File: src/rtl/cloud_renderer.sv
// cloud_renderer
// Latches the cloud centre/half-extent once per frame (on frame_start) and
// answers per-pixel queries through a fixed 3-cycle pipeline:
//   S1  geometry (dx/dy, box hit) and sprite ROM address
//   S2  sprite ROM read (external ROM, 1-cycle latency)
//   Out cloud_on / color_idx / pix_valid registered
// Build option: define CLOUD_WRAP_EN to wrap the cloud horizontally modulo
// H_VISIBLE. Without it the cloud clips at both screen edges and H_VISIBLE
// has no role, so the parameter only exists in the wrapping build.

module cloud_renderer #(
`ifdef CLOUD_WRAP_EN
  parameter int H_VISIBLE = 640,
`endif
  parameter int SPR_BITS  = 6,
  parameter int CIDX_W    = 4
) (
  input  logic                  Clk,
  input  logic                  Reset,
  input  logic                  frame_start,
  input  logic [9:0]            CloudX,
  input  logic [9:0]            CloudY,
  input  logic [9:0]            CloudS,
  input  logic                  pix_req,
  input  logic [9:0]            DrawX,
  input  logic [9:0]            DrawY,
  output logic [2*SPR_BITS-1:0] rom_addr,
  input  logic [CIDX_W-1:0]     rom_data,
  output logic                  pix_valid,
  output logic                  cloud_on,
  output logic [CIDX_W-1:0]     color_idx,
  output logic                  armed
);

  typedef enum logic [0:0] {
    WAIT_FRAME = 1'b0,
    ACTIVE     = 1'b1
  } state_e;

  state_e state_q, state_d;
  logic   armed_q, armed_d;

  // Per-frame shadow copies of the motion block outputs
  logic [9:0] cloud_x_q, cloud_x_d;
  logic [9:0] cloud_y_q, cloud_y_d;
  logic [9:0] cloud_s_q, cloud_s_d;

  // Pipeline registers
  logic [2*SPR_BITS-1:0] rom_addr_q, rom_addr_d;
  logic                  hit1_q, hit1_d;
  logic                  v1_q, v1_d;
  logic                  hit2_q, hit2_d;
  logic                  v2_q, v2_d;
  logic                  pix_valid_q, pix_valid_d;
  logic                  cloud_on_q, cloud_on_d;
  logic [CIDX_W-1:0]     color_idx_q, color_idx_d;

  // S1 geometry, 12-bit signed so negative offsets survive
  logic signed [11:0] dx_s;
  logic signed [11:0] dy_s;
  logic signed [11:0] two_s_s;
  logic               h_hit_s;
  logic               v_hit_s;
  logic               hit_s;

`ifdef CLOUD_WRAP_EN
  localparam logic signed [11:0] HV  = 12'(H_VISIBLE);
  localparam logic signed [11:0] HV2 = 12'(2 * H_VISIBLE);
  localparam logic signed [11:0] HV3 = 12'(3 * H_VISIBLE);
  logic [9:0]         x_red_s;
  logic signed [11:0] x_raw_s;
`endif

  // FSM state register
  always_ff @(posedge Clk) begin
    if (!Reset) begin
      state_q <= WAIT_FRAME;
      armed_q <= 1'b0;
    end else begin
      state_q <= state_d;
      armed_q <= armed_d;
    end
  end

  // FSM next state: first frame_start arms the renderer for good
  always_comb begin
    state_d = state_q;
    case (state_q)
      WAIT_FRAME: begin
        if (frame_start) begin
          state_d = ACTIVE;
        end else begin
          state_d = WAIT_FRAME;
        end
      end
      ACTIVE:  state_d = ACTIVE;
      default: state_d = WAIT_FRAME;
    endcase
  end

  // FSM output: armed is registered alongside the state
  always_comb begin
    armed_d = (state_d == ACTIVE);
  end

  // Shadow load on frame_start; a same-cycle pixel still sees the old values
  always_comb begin
    if (frame_start) begin
      cloud_x_d = CloudX;
      cloud_y_d = CloudY;
      cloud_s_d = CloudS;
    end else begin
      cloud_x_d = cloud_x_q;
      cloud_y_d = cloud_y_q;
      cloud_s_d = cloud_s_q;
    end
  end

  // S1 geometry: box offsets and hit test against the shadowed cloud
  always_comb begin
    dy_s    = $signed({2'b00, DrawY}) - $signed({2'b00, cloud_y_q})
            + $signed({2'b00, cloud_s_q});
    two_s_s = $signed({1'b0, cloud_s_q, 1'b0});
    v_hit_s = (dy_s >= 12'sd0) && (dy_s <= two_s_s);
`ifdef CLOUD_WRAP_EN
    // Bring an off-screen centre back into 0..H_VISIBLE-1 first
    if (cloud_x_q >= 10'(H_VISIBLE)) begin
      x_red_s = cloud_x_q - 10'(H_VISIBLE);
    end else begin
      x_red_s = cloud_x_q;
    end
    x_raw_s = $signed({2'b00, DrawX}) - $signed({2'b00, x_red_s})
            + $signed({2'b00, cloud_s_q});
    // Raw offset spans -(H-1)..2046, so one add or up to three subtracts
    if (x_raw_s < 12'sd0) begin
      dx_s = x_raw_s + HV;
    end else if (x_raw_s >= HV3) begin
      dx_s = x_raw_s - HV3;
    end else if (x_raw_s >= HV2) begin
      dx_s = x_raw_s - HV2;
    end else if (x_raw_s >= HV) begin
      dx_s = x_raw_s - HV;
    end else begin
      dx_s = x_raw_s;
    end
    // A box at least as wide as the screen covers every column
    h_hit_s = (dx_s <= two_s_s) || (two_s_s >= (HV - 12'sd1));
`else
    dx_s    = $signed({2'b00, DrawX}) - $signed({2'b00, cloud_x_q})
            + $signed({2'b00, cloud_s_q});
    h_hit_s = (dx_s >= 12'sd0) && (dx_s <= two_s_s);
`endif
    hit_s = h_hit_s & v_hit_s & armed_q;
  end

  // Pipeline next values: S1 capture, S2 pass-through, output merge with ROM
  always_comb begin
    if (pix_req) begin
      // Sprite tiles when the box is wider than the sprite: low bits wrap
      rom_addr_d = {dy_s[SPR_BITS-1:0], dx_s[SPR_BITS-1:0]};
    end else begin
      rom_addr_d = rom_addr_q;
    end
    hit1_d      = pix_req & hit_s;
    v1_d        = pix_req;
    hit2_d      = hit1_q;
    v2_d        = v1_q;
    pix_valid_d = v2_q;
    cloud_on_d  = hit2_q & (rom_data != {CIDX_W{1'b0}});
    if (cloud_on_d) begin
      color_idx_d = rom_data;
    end else begin
      color_idx_d = {CIDX_W{1'b0}};
    end
  end

  // Datapath registers; reset drops every in-flight request
  always_ff @(posedge Clk) begin
    if (!Reset) begin
      cloud_x_q   <= 10'd0;
      cloud_y_q   <= 10'd0;
      cloud_s_q   <= 10'd0;
      rom_addr_q  <= {(2*SPR_BITS){1'b0}};
      hit1_q      <= 1'b0;
      v1_q        <= 1'b0;
      hit2_q      <= 1'b0;
      v2_q        <= 1'b0;
      pix_valid_q <= 1'b0;
      cloud_on_q  <= 1'b0;
      color_idx_q <= {CIDX_W{1'b0}};
    end else begin
      cloud_x_q   <= cloud_x_d;
      cloud_y_q   <= cloud_y_d;
      cloud_s_q   <= cloud_s_d;
      rom_addr_q  <= rom_addr_d;
      hit1_q      <= hit1_d;
      v1_q        <= v1_d;
      hit2_q      <= hit2_d;
      v2_q        <= v2_d;
      pix_valid_q <= pix_valid_d;
      cloud_on_q  <= cloud_on_d;
      color_idx_q <= color_idx_d;
    end
  end

  assign rom_addr  = rom_addr_q;
  assign pix_valid = pix_valid_q;
  assign cloud_on  = cloud_on_q;
  assign color_idx = color_idx_q;
  assign armed     = armed_q;

endmodule
File: config.mk
export PLATFORM = sky130hd
export DESIGN_NAME = cloud_renderer
export DESIGN_NICKNAME = d
export VERILOG_FILES = /design/src/rtl/cloud_renderer.sv
export SDC_FILE = /design/constraint.sdc
export NUM_CORES = 1
export LEC_CHECK = 0
export ABC_AREA = 1
export CORE_UTILIZATION = 25
export CTS_CLUSTER_DIAMETER = 60
export DETAILED_ROUTE_END_ITERATION = 16
export REMOVE_ABC_BUFFERS = 1
export SYNTH_ARGS = -nofsm -noshare
export SYNTH_HDL_FRONTEND = slang
export SYNTH_SLANG_ARGS = --single-unit
File: constraint.sdc
create_clock -name Clk -period 4.9 [get_ports Clk]
set_input_delay 1.225 -clock Clk [delete_from_list [all_inputs] [get_ports Clk]]
set_output_delay 1.225 -clock Clk [all_outputs]
set_load 0.01 [all_outputs]
==> summary.txt, run 1 <==
Critical path
  • Critical path startpoint category: primary input
  • Top Family by Delay on Critical Path: adder cells
  • WP data required: between 5 and 6 ns
  • R2R Path Start: cloud_x_q[2]
  • Worst setup EP type: flip-flop
  • CP bufs+invs: 4
  • Slowest-stage cell, CP: clkdlybuf4s50_1
  • Register-to-register setup slack: ~1.3 ns
  • CP dominant cell by count: nand2_1
  • CP peak stage delay: 0.45 ns
  • Crit path arrival time: around 4.8 ns
  • CP Class: in2reg
  • R2R Path End: hit1_q
  • Reg2Reg Depth: 21
  • CP Max Fanout: 4

Clock network
  • Clock latency on the worst-skew pair: ~0.30 ns
  • Clock transition at path regs: 0.08 ns
  • TritonCTS clock tree: yes
  • # hold bufs at CTS: 0
  • CTS Buffer Depth: 2
  • CTS Buf Count: 5
  • Sinks on Clock Net: 53
  • Clk root buf: clkbuf_16
  • # H-tree levels: 2

Flow run
  • Max-Cap Viols: 0

Hold path
  • Hold Path Class: reg2reg
  • Hold Path Sink: pix_valid
  • Hold Startpoint: pix_valid_d
  • Worst Hold Path Cells: 2

Placed design
  • Dpl ws: -0.0805 ns
  • Inst Count DP: roughly 870
  • RePlAce Congestion: approximately 0.83
  • I/O Buffers: 76
  • Dpl hpwl: about 8.5 mm

Layout
  • Nets: 786
  • Layout Cells excl Fill: slightly below 900
  • Commonest cells after routing, fill and taps aside: inv_1, nand2_1, clkdlybuf4s50_1, a21oi_1, ha_1
  • Area grow syn2layout: 31.9%
  • Ant. Diodes: 0
  • Share of layout cells above drive strength 1: about a tenth
  • Most common cell after layout, fill and taps aside: inv_1

Route
  • DR WL/cell: 11.8 um
  • Wirelength, routed: roughly 10 mm
  • DR vias: between 3,000 and 4,000
  • Final ANT Viol Nets: 0
  • Number of detailed-route iterations in the first pass: 4
  • 1st-iter DRT viols: about 170
  • Remaining DRCs: 0
  • Post-DR vias/cell: between 4 and 5

Synthesis
  • Post-synth cell types: 37
  • Asr flop ratio synth: 0%
  • Number of flops mapped to enable cells by yosys: 0
  • Flops & latches, synth: 53
  • Mapped Avg Cell Area: between 7 and 8 um^2
  • Post-Synthesis Cells: ~580
  • Mapped Area: about 4200 um^2
  • Number of synthesis warnings: 0
  • Sequential fraction of the synthesis area: around a quarter
  • Primary FF master, synth: dfxtp_1

Pwr
  • LEAKAGE: about 0.0025 uW
  • Cell area power density: ~340 nW/um^2
  • Worst ir drop on vdd: between 0.15 and 0.2 mV

STA
  • RSZ-0062 raised after global routing: false
  • Worst Clk Skew: around 0.010 ns
  • Hold Fails Final Rpt: 0
  • Fin crit share: around 94%
  • FMAX: about 0.22 GHz
  • Setup violators final: 0
  • Slew HR: roughly 46%
  • Final worst slack: 0.315 ns
  • Fin. max-slew vios: 0
  • Minimum clock period: approximately 4.6 ns
  • Slew @ Worst Pin: roughly 0.81 ns

Floorplanning
  • Die X: ~130 um
  • FP Rows: 46
  • Die height: 131 um
  • Die ar.: 17,300 um^2
  • I/O pin cnt: slightly below 80
  • Core box area: between 15,000 and 20,000 um^2
  • Initial Util: between 20% and 30%

Global route
  • Initial antenna violation count: 0
  • Largest net degree at the start of global routing: 40
  • Vias in the first global route: 3,685
  • GR Overflow Total: 0
  • First-pass GRT wire length: 17.4 mm
  • Gr usage total: between 10 and 15%

Status
  • Outcome: completed
## layer usage
| metal | GRT usage (%) | routed length, um | up-vias |
|---|---|---|---|
| met1 | 17.3 | 5390 | 1602 |
| met3 | 2.28 | 423 | 7 |
| li1 | - | - | 2065 |
| met4 | 3.88 | 139 | 0 |
| met5 | 0 | 0 | - |
| met2 | 19.4 | 4420 | 59 |
## metrics by stage
stage	area (um^2)	power, uW	setup TNS (ns)	hold slack (ns)	utilization, %
floorplan	4140	1130	0	0.390	-
global placement	5280	1400	0	0.395	32.8
detailed placement	5280	1410	-0.0805	0.400	32.8
CTS	5460	1850	0	0.417	33.9
global route	5520	2030	0	0.438	34.2
finish	5520	1860	0	0.413	34.2
## Yosys cell counts, types with 3 or more instances
library cell / instances / area share [%]
inv_1: 99 / 8.9
nand2_1: 84 / 7.5
a21oi_1: 63 / 7.5
ha_1: 60 / 18
dfxtp_1: 53 / 25
nor2_1: 47 / 4.2
o21ai_0: 40 / 4.8
xor2_1: 21 / 4.4
nand3_1: 17 / 2.0
clkbuf_1: 11 / 0.99
o21ai_1: 11 / 1.3
xnor2_1: 11 / 2.3
nand4_1: 7 / 1.0
a21oi_2: 6 / 1.3
a21o_1: 4 / 0.72
fa_1: 4 / 1.9
nand2_2: 4 / 0.60
nand3_2: 4 / 0.96
nor2_2: 4 / 0.60
nor3_2: 3 / 0.72
## power by group
group          internal (uW)  total (uW)  switching [uW]
Sequential               465         485            20.4
Combinational            421         942             521
Clock                    256         432             176
Total                   1140        1860             717
## layout make-up
class                   instances  area (um^2)
fillers                      1733        10600
multi-input cells             410         2750
flip-flops and latches         53         1060
repair buffers                 92          881
inverters                     102          383
well taps                     216          270
clock buffers                   6          139
clock inverters                 2         37.5
## registers in the layout, summed over array words and instances, names as in the netlist
name         cells
hit1_q           1
armed            1
cloud_on         1
cloud_s_q       10
cloud_y_q       10
pix_valid        1
color_idx        4
hit2_q           1
rom_addr        12
pix_valid_d      1
v1_q             1
cloud_x_q       10
## worst min-delay path, cell delays in order, from the launching register on
cell and delay (ns):
dfxtp_1 0.31, nand2_1 0.04, inv_1 0.04
## cells by family after synthesis
family                     synth area share (%)
and+or+nand+nor                            18.8
xor gates and xnor gates                   7.48
adders and majority gates                  19.9
DFF                                        25.4
AOI/OAI and AO/OA                          18.2
buffers and inverters                      10.3
## worst max path at each step
stage                   from  cells after the start  endpoint
floorplan           DrawY[0]                     28    hit1_q
global placement    DrawY[0]                     29    hit1_q
detailed placement  DrawY[0]                     26    hit1_q
CTS                 DrawY[0]                     26    hit1_q
global route        DrawX[2]                     21    hit1_q
finish              DrawX[0]                     26    hit1_q
## repair_timing
action | CTS | global route
setup endpoints to repair | 0 | 1
setup buffers | 0 | 1
gates resized for setup | 0 | 11
No activity file was read; power rests on OpenSTA's default activity.
==> run 2, diff against run 1 <==
Settings changed: SETUP_SLACK_MARGIN set to 0.05.
Clock period 4.9 ns to 5.3 ns, I/O delays scaled along.
==> run 2 against run 1 <==
Against the previous run:
- global-route usage shrank 0.10 points
- sequential power shrank 7.6%
- worst hold slack is essentially flat
- routed wire length shrank 2.5%
- critical path depth grew 3
- register-to-register slack gained 0.37 ns
- flip-flop and latch count is the same
- sequential share of layout area grew 0.56 points
- utilization shrank 0.96 points
- non-clock buffer count shrank 13
- combinational power shrank 14%
- final cell count shrank 1.5%
- highest routed layer unchanged
==> summary.txt, run 2 (synthesis gave the netlist of run 1 again) <==
STA
  • Fin. max-slew vios: 0 (unchanged)
  • Fin crit share: between 90% and 100%
  • Worst Clk Skew: 0.0108 ns (+0.000432 ns)
  • Setup tns final: 0 ns (unchanged)
  • Slew HR: 32.0% (-14 points)
  • Minimum clock period: between 4 and 5 ns
  • Hold Fails Final Rpt: 0 (unchanged)
  • Setup violators final: 0 (unchanged)
  • Slew @ Worst Pin: 1.02 ns (+0.209 ns)
  • FMAX: 0.208 GHz
  • RSZ-0062 raised after global routing: false
  • Final worst slack: 0.482 ns (+0.166 ns)

Global route
  • Initial antenna violation count: 0 (unchanged)
  • GR Overflow Total: 0 (unchanged)
  • Largest net degree at the start of global routing: 39 (-2.5%)
  • Gr usage total: 12.3% (-0.10 points)
  • Vias in the first global route: 3,625 (-1.6%)
  • First-pass GRT wire length: 17.4 mm (-0.16%)

Route
  • Wirelength, routed: 10.1 mm (-2.5%)
  • 1st-iter DRT viols: 183 (+11%)
  • Post-DR vias/cell: 4.28 (+1.1%)
  • DR WL/cell: 11.6 um (-1.1%)
  • Remaining DRCs: 0 (unchanged)
  • Final ANT Viol Nets: 0 (unchanged)
  • DR vias: 3,719 (-0.38%)
  • Number of detailed-route iterations in the first pass: 4 (unchanged)

Layout
  • Ant. Diodes: 0 (unchanged)
  • Multi-input logic area: 2690 um^2 (-2.0%)
  • Commonest cells after routing, fill and taps aside: inv_1, nand2_1, clkdlybuf4s50_1, a21oi_1, ha_1
  • Area grow syn2layout: 28.2%
  • Share of layout cells above drive strength 1: 6.44% (-3.5 points)
  • FILL cells: 1,786 (+3.1%)
  • Most common cell after layout, fill and taps aside: inv_1
  • Max reg flops: 12 (unchanged)
  • Layout Cells excl Fill: 868 (-1.5%)
  • Nets: 773 (-1.7%)
  • FF/Latch Area: 1060 um^2 (unchanged)

Floorplanning
  • I/O pin cnt: 77 (unchanged)
  • Die X: 131 um (unchanged)
  • Initial Util: 26.0% (unchanged)
  • Die ar.: 17,300 um^2 (unchanged)
  • Core box area: 16,100 um^2 (unchanged)
  • Die height: 131 um (unchanged)
  • FP Rows: 46 (unchanged)

Clock network
  • Postcts setup bufs: 0 (unchanged)
  • TritonCTS clock tree: yes
  • # H-tree levels: 2 (unchanged)
  • CTS Buf Count: 5 (unchanged)
  • Clock transition at path regs: 0.08 ns (about the same)
  • Clock latency on the worst-skew pair: 0.31 ns (about the same)
  • # resized after CTS: 0 (unchanged)
  • Clk root buf: clkbuf_16
  • CTS Buffer Depth: 2 (unchanged)
  • Sinks on Clock Net: 53 (unchanged)
  • # hold bufs at CTS: 0 (unchanged)

Pwr
  • Cell area power density: 309 nW/um^2 (-8.2%)
  • LEAKAGE: 0.00248 uW (-2.5%)
  • Worst ir drop on vdd: 0.160 mV (-17%)

Placed design
  • RePlAce Congestion: 0.836 (+1.0%)
  • Dpl hpwl: 8.35 mm (-1.5%)
  • Dpl ws: 0.172 ns (+0.252 ns)
  • Inst Count DP: 860 (-1.4%)
  • I/O Buffers: 76 (unchanged)

Critical path
  • CP dominant cell by count: nand2_1
  • CP Class: in2reg
  • Critical path startpoint category: primary input
  • CP Max Fanout: 5 (+1)
  • Crit path arrival time: 5.07 ns (+0.24 ns)
  • CP peak stage delay: 0.47 ns (+0.02 ns)
  • Beginning of the critical path: DrawY[0]
  • R2R Path Start: cloud_y_q[0]
  • Slowest-stage cell, CP: clkdlybuf4s50_1
  • Worst setup EP type: flip-flop
  • WP data required: 5.55 ns (+0.40 ns)

Flow run
  • Max-Cap Viols: 0 (unchanged)

Hold path
  • Hold Path Class: reg2reg
  • Hold Startpoint: pix_valid_d

Status
  • Outcome: completed
run 2: cell type report:
| class | count | area share (%) |
|---|---|---|
| Timing Repair Buffer | 79 | 14.6 |
| Inverter | 102 | 7.14 |
| Multi-Input combinational cell | 410 | 50.2 |
| Clock inverter | 3 | 0.887 |
| Clock buffer | 5 | 2.33 |
| Tap cell | 216 | 5.04 |
| Sequential cell | 53 | 19.8 |
run 2: stage by stage:
step | utilization, % | hold WS [ns] | cell area [um^2] | total power, uW
2_1_floorplan | - | 0.390 | 4140 | 1050
3_3_place_gp | 32.2 | 0.395 | 5190 | 1260
3_5_place_dp | 32.2 | 0.395 | 5190 | 1270
4_1_cts | 33.3 | 0.414 | 5360 | 1670
5_1_grt | 33.3 | 0.445 | 5360 | 1810
6_report | 33.3 | 0.413 | 5360 | 1660
run 2: final timing paths:
path                to  slack (ns)  cells after the start
max             hit1_q        0.48                     29
min          pix_valid        0.41                      2
max reg2reg     hit1_q        1.71                     27
min reg2reg  pix_valid        0.41                      2
run 2: where the power goes:
group          internal (uW)  leakage (uW)  switching, uW
clock network            227     0.0000848            168
registers                429      0.000439           18.9
logic                    349       0.00196            465
total                   1010       0.00248            652
run 2: layer usage:
layer,global-route usage (%),part of all wire (%),wire length (um),up-vias
met5,0,0,0,-
met4,3.88,1.3,134,0
met3,2.08,3.8,387,5
met2,19.6,43,4390,57
met1,17.0,51,5190,1620
li1,-,-,-,2037
run 2: critical path: cells and delay by family:
| family | cells | cell delay [ns] |
|---|---|---|
| adder cells (fa/ha/maj) | 4 | 1.33 |
| AND/OR/NAND/NOR | 17 | 1.25 |
| buffers and inverters | 4 | 0.61 |
| AO/OA/AOI/OAI | 2 | 0.34 |
| XOR/XNOR | 2 | 0.22 |
==> run 3, diff against run 2 <==
Settings changed: DONT_BUFFER_PORTS set to 1, PLACE_DENSITY set to 0.44.
==> run 3 against run 2 <==
Against the previous run:
- clock-buffer cell count did not move
- final cell count fell by 9.1%
- clock power fell by 8.9%
- maximum frequency rose by 11%
- critical path type unchanged
==> summary.txt, run 3 (synthesis gave the netlist of run 1 again) <==
Status
  • Outcome: completed

Route
  • Post-DR vias/cell: 4.43 (+3.4%)
  • DR vias: 3,497 (-6.0%)
  • Wirelength, routed: 10.4 mm (+3.0%)
  • 1st-iter DRT viols: 101 (-45%)
  • Remaining DRCs: 0 (unchanged)
  • Final ANT Viol Nets: 0 (unchanged)
  • DR WL/cell: 13.2 um (+13%)
  • Number of detailed-route iterations in the first pass: 4 (unchanged)

Floorplanning
  • Initial Util: 26.0% (unchanged)
  • I/O pin cnt: 77 (unchanged)
  • Die X: 131 um (unchanged)
  • FP Rows: 46 (unchanged)
  • Die ar.: 17,300 um^2 (unchanged)
  • Die height: 131 um (unchanged)
  • Core box area: 16,100 um^2 (unchanged)

Placed design
  • Dpl hpwl: 8.37 mm (+0.23%)
  • Dpl ws: 0.604 ns (+0.433 ns)
  • I/O Buffers: 0 (-100%)
  • RePlAce Congestion: 0.799 (-4.5%)
  • Inst Count DP: 781 (-9.2%)

Critical path
  • WP data required: 5.55 ns (about the same)
  • CP Max Fanout: 5 (unchanged)
  • Critical path startpoint category: primary input
  • Crit path arrival time: 4.59 ns (-0.48 ns)
  • CP Class: in2reg
  • Worst setup EP type: flip-flop

Pwr
  • Power, Total: 1550 uW (-6.4%)
  • Worst ir drop on vdd: 0.127 mV (-21%)
  • Cell area power density: 340 nW/um^2 (+10%)
  • LEAKAGE: 0.00217 uW (-13%)

Layout
  • Share of layout cells above drive strength 1: 6.98% (+0.54 points)
  • Max reg flops: 12 (unchanged)
  • Ant. Diodes: 0 (unchanged)
  • Area grow syn2layout: 9.03%
  • Commonest cells after routing, fill and taps aside: inv_1, nand2_1, a21oi_1, ha_1, dfxtp_1
  • Layout Cells excl Fill: 789 (-9.1%)
  • Nets: 694 (-10%)
  • Most common cell after layout, fill and taps aside: inv_1

Global route
  • GR Overflow Total: 0 (unchanged)
  • Initial antenna violation count: 1 (+1)
  • First-pass GRT wire length: 16.9 mm (-2.7%)
  • Largest net degree at the start of global routing: 59 (+51%)
  • Vias in the first global route: 3,347 (-7.7%)
  • Gr usage total: 12.4% (+0.028 points)

Clock network
  • Postcts setup bufs: 0 (unchanged)
  • # resized after CTS: 0 (unchanged)
  • # H-tree levels: 2 (unchanged)
  • CTS Buffer Depth: 2 (unchanged)
  • TritonCTS clock tree: yes
  • Sinks on Clock Net: 53 (unchanged)
  • Clock transition at path regs: 0.08 ns (about the same)
  • Clk root buf: clkbuf_16
  • # hold bufs at CTS: 0 (unchanged)
  • Clock latency on the worst-skew pair: 0.31 ns (about the same)
  • CTS Buf Count: 5 (unchanged)

STA
  • Slew @ Worst Pin: 0.901 ns (-0.118 ns)
  • Setup violators final: 0 (unchanged)
  • Minimum clock period: 4.34 ns (-0.475 ns)
  • Setup tns final: 0 ns (unchanged)
  • Worst hold slack: 0.419 ns (+0.00555 ns)
  • Fin crit share: 81.9% (-9.0 points)
  • Final worst slack: 0.957 ns (+0.475 ns)
  • Hold Fails Final Rpt: 0 (unchanged)
  • Fin. max-slew vios: 0 (unchanged)
  • Worst Clk Skew: 0.00580 ns (-0.00499 ns)
  • FMAX: 0.230 GHz (+11%)
  • RSZ-0062 raised after global routing: false
  • Slew HR: 39.9% (+7.9 points)

Hold path
  • Hold Path Class: reg2reg

Flow run
  • Max-Cap Viols: 0 (unchanged)
[run 3: cell type report]
cell class | count | area [um^2]
Clock inverter | 3 | 28.8
Multi-Input combinational cell | 410 | 2690
Inverter | 102 | 383
Clock buffer | 5 | 125
Tap cell | 216 | 270
Sequential cell | 53 | 1060
Fill cell | 1815 | 11600
[run 3: final timing paths]
path                     start          end  slack [ns]  depth (start not counted)
setup reg to reg  cloud_y_q[0]       hit1_q        1.69                         27
hold reg to reg           v1_q  pix_valid_d        0.42                          2
setup / recovery      DrawY[0]       hit1_q        0.96                         28
hold / removal            v1_q  pix_valid_d        0.42                          2
[run 3: routing by layer]
metal / vias up / track usage [%] / part of all wire, %
met4: 2 / 5.10 / 2.8
li1: 1884 / - / -
met3: 15 / 3.90 / 5.9
met1: 1522 / 15.9 / 48
met5: - / 0 / 0.096
met2: 74 / 19.0 / 43
[run 3: power by group]
group | leakage [uW] | switching [uW] | internal (uW) | total [uW]
logic | 0.00165 | 445 | 290 | 735
registers | 0.000439 | 27.3 | 429 | 457
clock network | 0.0000763 | 179 | 182 | 360
total | 0.00217 | 651 | 901 | 1550
[run 3: worst max-delay path, cell delays in order]
cell	delay, ns
inv_1	0.02
ha_1	0.24
fa_1	0.45
o21ai_2	0.19
nand2_1	0.06
nand2_1	0.05
nand2_1	0.05
nand2_2	0.08
nand3_2	0.06
nand2_2	0.08
xor2_2	0.06
ha_1	0.36
nand2_1	0.11
nor2_1	0.15
nand3_1	0.09
o2111ai_1	0.13
xnor2_1	0.16
inv_1	0.06
ha_1	0.28
nand2_1	0.10
inv_1	0.04
nand2_1	0.06
nand2_1	0.04
nand2_1	0.05
nand2_1	0.04
nand2_1	0.06
nand4_1	0.07
nor2_1	0.08
[run 3: metrics by stage]
stage / cell area (um^2) / util [%]
finish: 4560 / 28.3
global route: 4560 / 28.3
CTS: 4560 / 28.3
detailed placement: 4410 / 27.3
global placement: 4410 / 27.3
floorplan: 4140 / -
